==> src/rtl/i2c_pkg.sv <==
// Shared types and constants for the single-byte I2C master sequencer.
`timescale 1ns/1ps
package i2c_pkg;

    localparam int I2C_ADDR_W = 7;
    localparam int I2C_BITS   = 8;

    localparam logic [1:0] Q0 = 2'd0;
    localparam logic [1:0] Q1 = 2'd1;
    localparam logic [1:0] Q2 = 2'd2;
    localparam logic [1:0] Q3 = 2'd3;

    typedef enum logic [2:0] {
        ST_IDLE     = 3'd0,
        ST_START    = 3'd1,
        ST_ADDR     = 3'd2,
        ST_ADDR_ACK = 3'd3,
        ST_DATA     = 3'd4,
        ST_DATA_ACK = 3'd5,
        ST_STOP     = 3'd6
    } i2c_state_e;

endpackage

==> src/rtl/i2c_tick_gen.sv <==
// Quarter-period tick generator: one tick every CLK_DIV clocks plus a
// free-running 2-bit quarter index, both held at zero while clear is high.
`timescale 1ns/1ps
module i2c_tick_gen
    import i2c_pkg::*;
#(
    parameter int CLK_DIV = 4
) (
    input  logic       clk,
    input  logic       rst_n,
    input  logic       clear,
    output logic       tick,
    output logic [1:0] quarter
);

    localparam int              CNT_W   = (CLK_DIV > 1) ? $clog2(CLK_DIV) : 1;
    localparam logic [CNT_W-1:0] CNT_MAX = CNT_W'(CLK_DIV - 1);

    logic [CNT_W-1:0] div_reg;
    logic [1:0]       quarter_reg;

    always_ff @(posedge clk or negedge rst_n) begin
        if (!rst_n) begin
            div_reg     <= '0;
            quarter_reg <= Q0;
        end else if (clear) begin
            div_reg     <= '0;
            quarter_reg <= Q0;
        end else if (div_reg == CNT_MAX) begin
            div_reg     <= '0;
            quarter_reg <= quarter_reg + 2'd1;
        end else begin
            div_reg     <= div_reg + CNT_W'(1);
        end
    end

    assign tick    = !clear && (div_reg == CNT_MAX);
    assign quarter = quarter_reg;

endmodule

==> src/rtl/i2c_master_seq.sv <==
// Single-byte I2C master: START, address+R/W, ACK, one data byte, ACK, STOP.
// Reads are only performed when I2C_MASTER_READ_EN is defined; otherwise they are rejected.
`timescale 1ns/1ps
module i2c_master_seq
    import i2c_pkg::*;
#(
    parameter int CLK_DIV = 4
) (
    input  logic                  clk,
    input  logic                  rst_n,
    input  logic                  cmd_valid,
    output logic                  cmd_ready,
    input  logic [I2C_ADDR_W-1:0] cmd_addr,
    input  logic                  cmd_rw,
    input  logic [7:0]            cmd_wdata,
    output logic                  rsp_valid,
    output logic [7:0]            rsp_rdata,
    output logic                  rsp_nack,
    output logic                  busy,
    output logic                  scl_o,
    output logic                  sda_oe,
    input  logic                  sda_i
);

`ifdef I2C_MASTER_READ_EN
    localparam logic READ_EN = 1'b1;
`else
    localparam logic READ_EN = 1'b0;
`endif

    i2c_state_e  state_reg, state_next;
    logic [2:0]  bit_cnt_reg;
    logic [7:0]  shift_reg;
    logic [7:0]  wdata_reg;
    logic        rw_reg;
    logic        reject_reg;
    logic        scl_reg, scl_next;
    logic        sda_oe_reg;
    logic        rsp_valid_reg;
    logic [7:0]  rsp_rdata_reg;
    logic        rsp_nack_reg;

    logic        tick;
    logic [1:0]  quarter, quarter_next;
    logic        last_bit;
    logic        is_idle;

    assign is_idle  = (state_reg == ST_IDLE);
    assign last_bit = (bit_cnt_reg == 3'(I2C_BITS - 1));

    i2c_tick_gen #(.CLK_DIV(CLK_DIV)) u_tick_gen (
        .clk     (clk),
        .rst_n   (rst_n),
        .clear   (is_idle),
        .tick    (tick),
        .quarter (quarter)
    );

    always_comb begin
        state_next   = state_reg;
        quarter_next = tick ? quarter + 2'd1 : quarter;
        case (state_reg)
            ST_IDLE:     if (cmd_valid) state_next = ST_START;
            ST_START: begin
                if (reject_reg)                state_next = ST_IDLE;
                else if (tick && quarter == Q3) state_next = ST_ADDR;
            end
            ST_ADDR:     if (tick && quarter == Q3 && last_bit) state_next = ST_ADDR_ACK;
            ST_ADDR_ACK: if (tick && quarter == Q3) state_next = rsp_nack_reg ? ST_STOP : ST_DATA;
            ST_DATA:     if (tick && quarter == Q3 && last_bit) state_next = ST_DATA_ACK;
            ST_DATA_ACK: if (tick && quarter == Q3) state_next = ST_STOP;
            ST_STOP:     if (tick && quarter == Q3) state_next = ST_IDLE;
            default:     state_next = ST_IDLE;
        endcase
        // SCL follows the quarter index (low in q0/q1) except around START and in IDLE.
        if (state_next == ST_IDLE || state_next == ST_START)
            scl_next = 1'b1;
        else
            scl_next = quarter_next[1];
    end

    always_ff @(posedge clk or negedge rst_n) begin
        if (!rst_n) begin
            state_reg     <= ST_IDLE;
            bit_cnt_reg   <= '0;
            shift_reg     <= '0;
            wdata_reg     <= '0;
            rw_reg        <= 1'b0;
            reject_reg    <= 1'b0;
            scl_reg       <= 1'b1;
            sda_oe_reg    <= 1'b0;
            rsp_valid_reg <= 1'b0;
            rsp_rdata_reg <= '0;
            rsp_nack_reg  <= 1'b0;
        end else begin
            state_reg     <= state_next;
            scl_reg       <= scl_next;
            rsp_valid_reg <= (state_reg != ST_IDLE) && (state_next == ST_IDLE);
            case (state_reg)
                ST_IDLE: begin
                    if (cmd_valid) begin
                        shift_reg     <= {cmd_addr, cmd_rw};
                        wdata_reg     <= cmd_wdata;
                        rw_reg        <= cmd_rw;
                        reject_reg    <= cmd_rw && !READ_EN;
                        rsp_nack_reg  <= cmd_rw && !READ_EN;
                        rsp_rdata_reg <= '0;
                        bit_cnt_reg   <= '0;
                    end
                end
                ST_START: begin
                    if (tick && quarter == Q1) sda_oe_reg <= 1'b1;
                end
                ST_ADDR, ST_DATA: begin
                    if (tick) begin
                        if (quarter == Q0) begin
                            if (state_reg == ST_ADDR || !rw_reg)
                                sda_oe_reg <= ~shift_reg[7];
                            else
                                sda_oe_reg <= 1'b0;
                        end
                        if (quarter == Q2 && state_reg == ST_DATA && rw_reg)
                            rsp_rdata_reg <= {rsp_rdata_reg[6:0], sda_i};
                        if (quarter == Q3) begin
                            bit_cnt_reg <= bit_cnt_reg + 3'd1;
                            if (state_reg == ST_ADDR && last_bit)
                                shift_reg <= wdata_reg;
                            else
                                shift_reg <= {shift_reg[6:0], 1'b0};
                        end
                    end
                end
                ST_ADDR_ACK, ST_DATA_ACK: begin
                    // The master always releases SDA here; on reads that is the final NACK.
                    if (tick) begin
                        if (quarter == Q0) sda_oe_reg <= 1'b0;
                        if (quarter == Q2 && sda_i && (state_reg == ST_ADDR_ACK || !rw_reg))
                            rsp_nack_reg <= 1'b1;
                        if (quarter == Q3 && state_next == ST_STOP)
                            sda_oe_reg <= 1'b1;
                    end
                end
                ST_STOP: begin
                    if (tick && quarter == Q2) sda_oe_reg <= 1'b0;
                end
                default: ;
            endcase
        end
    end

    assign cmd_ready = is_idle;
    assign busy      = !is_idle;
    assign scl_o     = scl_reg;
    assign sda_oe    = sda_oe_reg;
    assign rsp_valid = rsp_valid_reg;
    assign rsp_rdata = rsp_rdata_reg;
    assign rsp_nack  = rsp_nack_reg;

endmodule

==> config.mk <==
export PLATFORM = sky130hd
export DESIGN_NAME = i2c_master_seq
export DESIGN_NICKNAME = d
export VERILOG_FILES = /design/src/rtl/i2c_pkg.sv /design/src/rtl/i2c_tick_gen.sv /design/src/rtl/i2c_master_seq.sv
export SDC_FILE = /design/constraint.sdc
export NUM_CORES = 1
export LEC_CHECK = 0
export BUFFER_PORTS_ARGS = -buffer_cell sky130_fd_sc_hd__buf_2
export CORE_MARGIN = 2
export CORE_UTILIZATION = 25
export CTS_CLUSTER_DIAMETER = 50
export DETAILED_ROUTE_END_ITERATION = 16
export PLACE_DENSITY = 0.39
export SYNTH_ARGS = -nofsm -noshare
export SYNTH_HDL_FRONTEND = slang
export SYNTH_HIERARCHICAL = 1
export SYNTH_SLANG_ARGS = --single-unit
==> constraint.sdc <==
create_clock -name clk -period 5.5 [get_ports clk]
set_input_delay 1.1 -clock clk [delete_from_list [all_inputs] [get_ports clk]]
set_output_delay 1.1 -clock clk [all_outputs]
set_load 0.01 [all_outputs]
==> reports/qor.txt, run 1 <==
IO Port Bufs = 33
Hold Path Depth = 1
Starting Density = 0.254
Tmin final = 2.94 ns
# clock sinks = 39
H-Tree Depth = 2
Synth-to-layout area growth = 16.4%
First-pass GRT wire length = 7840 microns
Fmax = 340 MHz
Largest area contributor in the netlist = dfrtp_1
Hold-fix buffers, CTS = 0
Area share of the largest cell type after synthesis = 0.460
Detailed Place HPWL = 3150 microns
Clock latency on the worst-skew pair = 0.29 ns
Final Power = 0.903 mW
Post-CTS setup buffer count = 0
Num CTS Buffers = 5
WL/cell = 13.8 microns
Async SR Flop Fraction = 1.00
PostCTS Resize Cnt = 0
Pwr dens = 375 mW/mm^2
Final setup TNS = 0 ns
Final Setup Violations = 0
Core area = 0.00813 sq mm
Root Driver = clkbuf_8
Worst vdd ir = 0.000103 V
Hold EP = u_tick_gen/div_reg[0]
R2R depth = 6
Post-synthesis instance total = 199
Final Hold Violating Endpoints = 0
Die X = 94.9 microns
Most frequent cell after synthesis = dfrtp_1
Slew Limit Fails = 0
Via count = 1502
Reg clk slew, reported paths = 0.09 ns
Number of flops mapped to enable cells by yosys = 0
Yosys reg bits = 39
Number of remaining DRC errors = 0
Crit path DAT = 3.12 ns
RePlAce Congestion = 0.699
Reg2reg end = shift_reg[5]
Setup crit end kind = flip-flop
Final nets = 255
Leak = 1.03 nW
Largest net degree at the start of global routing = 40
Syn_nets = 226
Critical path startpoint category = flip-flop
Max_slew headroom = 0.389
Chip Height = 94.9 microns
Row cnt = 33
Synth top cells by count = 38 x dfrtp_1, 16 x mux2_2, 16 x o21ai_0, 15 x nand3_1, 14 x nor2_1
Drt pass-1 iters = 4
RSZ-0062 raised after global routing = false
Mapped cell area = 0.00207 sq mm
Dominant synthesized flop cell = dfrtp_1
Vias per cell = 4.50
Tot GR Track Use = 0.112
Crit-path max FO = 20
Max-cap violation count = 0
Fillers = 874
Iter 0 DRT Violations = 65
Die area = 0.00901 sq mm
Worst Max-Slew Pin Slew = 0.916 ns
Util after Layout = 0.296
Drt total wl = 4610 microns
Max Root-Sink Buffers = 2
Worst Skew = 0.00695 ns
Initial antenna violation count = 0
Io pins = 34
Syn avg cell area = 10.4 sq um
Worst min path class = flip-flop to flip-flop
Setup CP Type = flip-flop to flip-flop
Crit share post-route = 0.534
Register area share after synthesis = 0.473
Top cells by area, synth = dfrtp_1 46%, mux2_2 8.7%, ha_1 4.2%
FF-to-FF setup slack = 2.56 ns
CP Data Required Time = 5.68 ns
Total grt overflow = 0
RR Startpoint = state_reg[0]
Final antenna-violating net count = 0
Ant diodes = 0
CTS tree = built
Vias in the first global route = 1519
Synth cell types = 46
Worst hold start = u_tick_gen/div_reg[0]
Share of layout cells above drive strength 1 = 0.297
Status = finished clean
Yosys Warn Count = 6
## routing by layer
layer	track usage	part of all wire	vias to the layer above
li1	-	-	749
met1	0.152	0.49	730
met2	0.177	0.46	18
met3	0.0271	0.029	5
met4	0.0326	0.012	0
met5	0	0	-
## kinds of logic (layout without fill, tap and decap cells)
group | after synthesis | count (layout) | synth area share
xor+xnor | 2 | 2 | 0.00848
compound gates | 48 | 48 | 0.155
buf+inv | 25 | 55 | 0.0611
fa+ha+maj | 7 | 7 | 0.0424
flops | 39 | 39 | 0.473
mux | 24 | 24 | 0.126
simple gates | 54 | 54 | 0.134
## area by class of cell
| type | count | area (sq um) | area share |
|---|---|---|---|
| flip-flops and latches | 39 | 977 | 0.406 |
| repair buffers | 34 | 173 | 0.0718 |
| clock inverters | 3 | 43.8 | 0.0182 |
| inverters | 13 | 48.8 | 0.0203 |
| well taps | 105 | 131 | 0.0546 |
| clock buffers | 5 | 68.8 | 0.0286 |
| multi-input cells | 135 | 963 | 0.400 |
## cells in the final DEF, fill, tap and decap left out, types with 3 or more instances in the layout
cell	count
nor2b_1	3
ha_1	7
nor2_1	14
nand3_1	15
inv_1	13
buf_2	33
dfrtp_1	38
mux2i_1	8
nand2b_1	3
o21ai_0	16
a21oi_1	13
nand2_1	8
clkbuf_8	5
mux2_2	16
## worst max-delay path: stages (launching register included)
cell,delay (ns)
dfrtp_1,0.71
or3_1,0.21
inv_1,0.10
nor2b_1,0.51
nand2_1,0.29
o21ai_2,0.60
mux2_2,0.40
## worst max-delay path by stage
stage | startpoint | end | slack [ns] | cells after the start
after floorplan | state_reg[0] | sda_oe | 2.98 | 11
after global placement | state_reg[0] | shift_reg[3] | 2.67 | 6
after detailed placement | state_reg[0] | shift_reg[6] | 2.58 | 6
after CTS | state_reg[0] | shift_reg[7] | 2.55 | 6
after global routing | state_reg[0] | shift_reg[2] | 2.23 | 6
final | state_reg[0] | shift_reg[5] | 2.56 | 6
## stage by stage
| stage | setup slack, ns | cell area (sq um) | hold slack (ns) | cells |
|---|---|---|---|---|
| after global placement | 2.67 | 2290 | 0.429 | 326 |
| after detailed placement | 2.58 | 2290 | 0.437 | 326 |
| final | 2.56 | 2410 | 0.447 | 334 |
| after global routing | 2.23 | 2410 | 0.451 | 334 |
| after CTS | 2.55 | 2410 | 0.449 | 334 |
| after floorplan | 2.98 | 2070 | 0.403 | 199 |
## where the power goes
group	internal [mW]	switching [mW]	total (mW)
combinational	0.116	0.106	0.223
clock	0.135	0.110	0.245
sequential	0.368	0.0682	0.436
total	0.619	0.284	0.903
(Power assumes the default switching activity.)
==> inputs of run 2 (changes only) <==
--- a/config.mk
+++ b/config.mk
@@ -10,7 +10,7 @@
 export CORE_UTILIZATION = 25
 export CTS_CLUSTER_DIAMETER = 50
 export DETAILED_ROUTE_END_ITERATION = 16
-export PLACE_DENSITY = 0.39
+export PLACE_DENSITY = 0.4
 export SYNTH_ARGS = -nofsm -noshare
 export SYNTH_HDL_FRONTEND = slang
 export SYNTH_HIERARCHICAL = 1
==> constraint.sdc (replaced) <==
create_clock -name clk -period 2.65 [get_ports clk]
set_input_delay 0.53 -clock clk [delete_from_list [all_inputs] [get_ports clk]]
set_output_delay 0.53 -clock clk [all_outputs]
set_load 0.01 [all_outputs]
==> reports/qor.txt, run 2 (synthesis gave the netlist of run 1 again) <==
Iter 0 DRT Violations = 46
Final std cells w/o fill = 341
Final setup TNS = 0 ns
Slowest stage cell on the critical path = dfrtp_1
Clock latency on the worst-skew pair = 0.29 ns
Vias in the first global route = 1611
Num CTS Buffers = 5
Status = finished clean
Io pins = 34
Max incr delay on CP = 0.55 ns
Crit-path max FO = 16
Total grt overflow = 0
Row cnt = 33
Final Hold Violating Endpoints = 0
Crit path DAT = 2.40 ns
Final nets = 262
Share of layout cells above drive strength 1 = 0.314
CTS tree = built
Reg clk slew, reported paths = 0.08 ns
PostCTS Resize Cnt = 0
H-Tree Depth = 2
Worst path buffer plus inverter count = 2
Tmin final = 2.17 ns
Ant diodes = 0
# clock sinks = 39
Final Setup Violations = 0
Drt total wl = 4650 microns
Critical path startpoint category = flip-flop
Commonest non-fill, non-tap cell in the layout = dfrtp_1
First-pass GRT wire length = 8060 microns
Max Root-Sink Buffers = 2
Initial antenna violation count = 0
Detailed Place HPWL = 3280 microns
Die area = 0.00901 sq mm
Worst min path class = input port to asynchronous set/reset pin
Pwr dens = 743 mW/mm^2
WL/cell = 13.6 microns
Chip Height = 94.9 microns
Drt pass-1 iters = 4
Via count = 1557
Core area = 0.00813 sq mm
Hold-fix buffers, CTS = 0
Worst Skew = 0.00552 ns
Tot GR Track Use = 0.117
Vias per cell = 4.57
RePlAce Congestion = 0.783
Die X = 94.9 microns
Placed insts = 333
IO Port Bufs = 33
Starting Density = 0.254
RSZ-0062 raised after global routing = false
Post-CTS setup buffer count = 0
Synth-to-layout area growth = 17.6%
Setup CP Type = flip-flop to flip-flop
Root Driver = clkbuf_8
Setup crit end kind = flip-flop
Crit share post-route = 0.819
CP Cell Sequence = or3_1, inv_1, nor2b_1, buf_4, nand3_1, a21oi_1, a311oi_1, and4b_1, o221a_1
Final antenna-violating net count = 0
Worst Max-Slew Pin Slew = 0.596 ns
CP Data Required Time = 2.88 ns
Slew Limit Fails = 0
WHS = 0.218 ns
Max_slew headroom = 0.600
Worst vdd ir = 0.000239 V
Number of remaining DRC errors = 0
Most frequent cells in the layout = 38 x dfrtp_1, 33 x buf_2, 16 x o21ai_0, 16 x mux2_2, 15 x nand3_1
Largest net degree at the start of global routing = 26
Max-cap violation count = 0
Top Family by Delay on Critical Path = simple AND/OR/NAND/NOR gates
Fmax = 461 MHz
Leak = 1.05 nW
==> run 2: routing by layer <==
layer	GRT usage	vias to the layer above	routed length [microns]	part of all wire
met3	0.0311	8	197	0.042
li1	-	773	-	-
met4	0.0507	0	109	0.023
met2	0.178	36	2150	0.46
met5	0	-	0	0
met1	0.156	740	2200	0.47
==> run 2: worst paths after layout <==
check | from | endpoint | slack [ns] | depth (start not counted)
max | state_reg[2] | sda_oe | 0.48 | 9
min in group clk | u_tick_gen/div_reg[0] | u_tick_gen/div_reg[0] | 0.43 | 1
min reg2reg | u_tick_gen/div_reg[0] | u_tick_gen/div_reg[0] | 0.43 | 1
max reg2reg | state_reg[2] | sda_oe | 0.48 | 9
max in group asynchronous | rst_n | wdata_reg[3] | 1.86 | 2
min | rst_n | u_tick_gen/quarter[1] | 0.22 | 1
==> run 2: power by group <==
group / internal, mW / leakage [nW] / switching [mW] / total (mW)
registers: 0.763 / 0.493 / 0.123 / 0.886
clock network: 0.184 / 0.0412 / 0.224 / 0.408
logic: 0.269 / 0.519 / 0.243 / 0.512
==> run 2: metrics by stage <==
stage | setup WS [ns] | util | cell area [sq um] | total power [mW]
floorplan | 0.131 | - | 2070 | 1.26
global placement | 0.549 | 0.288 | 2350 | 1.42
detailed placement | 0.508 | 0.288 | 2350 | 1.42
CTS | 0.490 | 0.299 | 2430 | 1.85
global route | 0.287 | 0.299 | 2430 | 1.96
finish | 0.479 | 0.299 | 2430 | 1.81
==> run 2: layout make-up <==
cell class / count / area (sq um)
timing repair buffer: 41 / 225
sequential: 39 / 977
multi-input combinational: 135 / 963
tap: 105 / 131
inverter: 13 / 48.8
clock inverter: 2 / 12.5
clock buffer: 6 / 72.6
fill: 872 / 5700
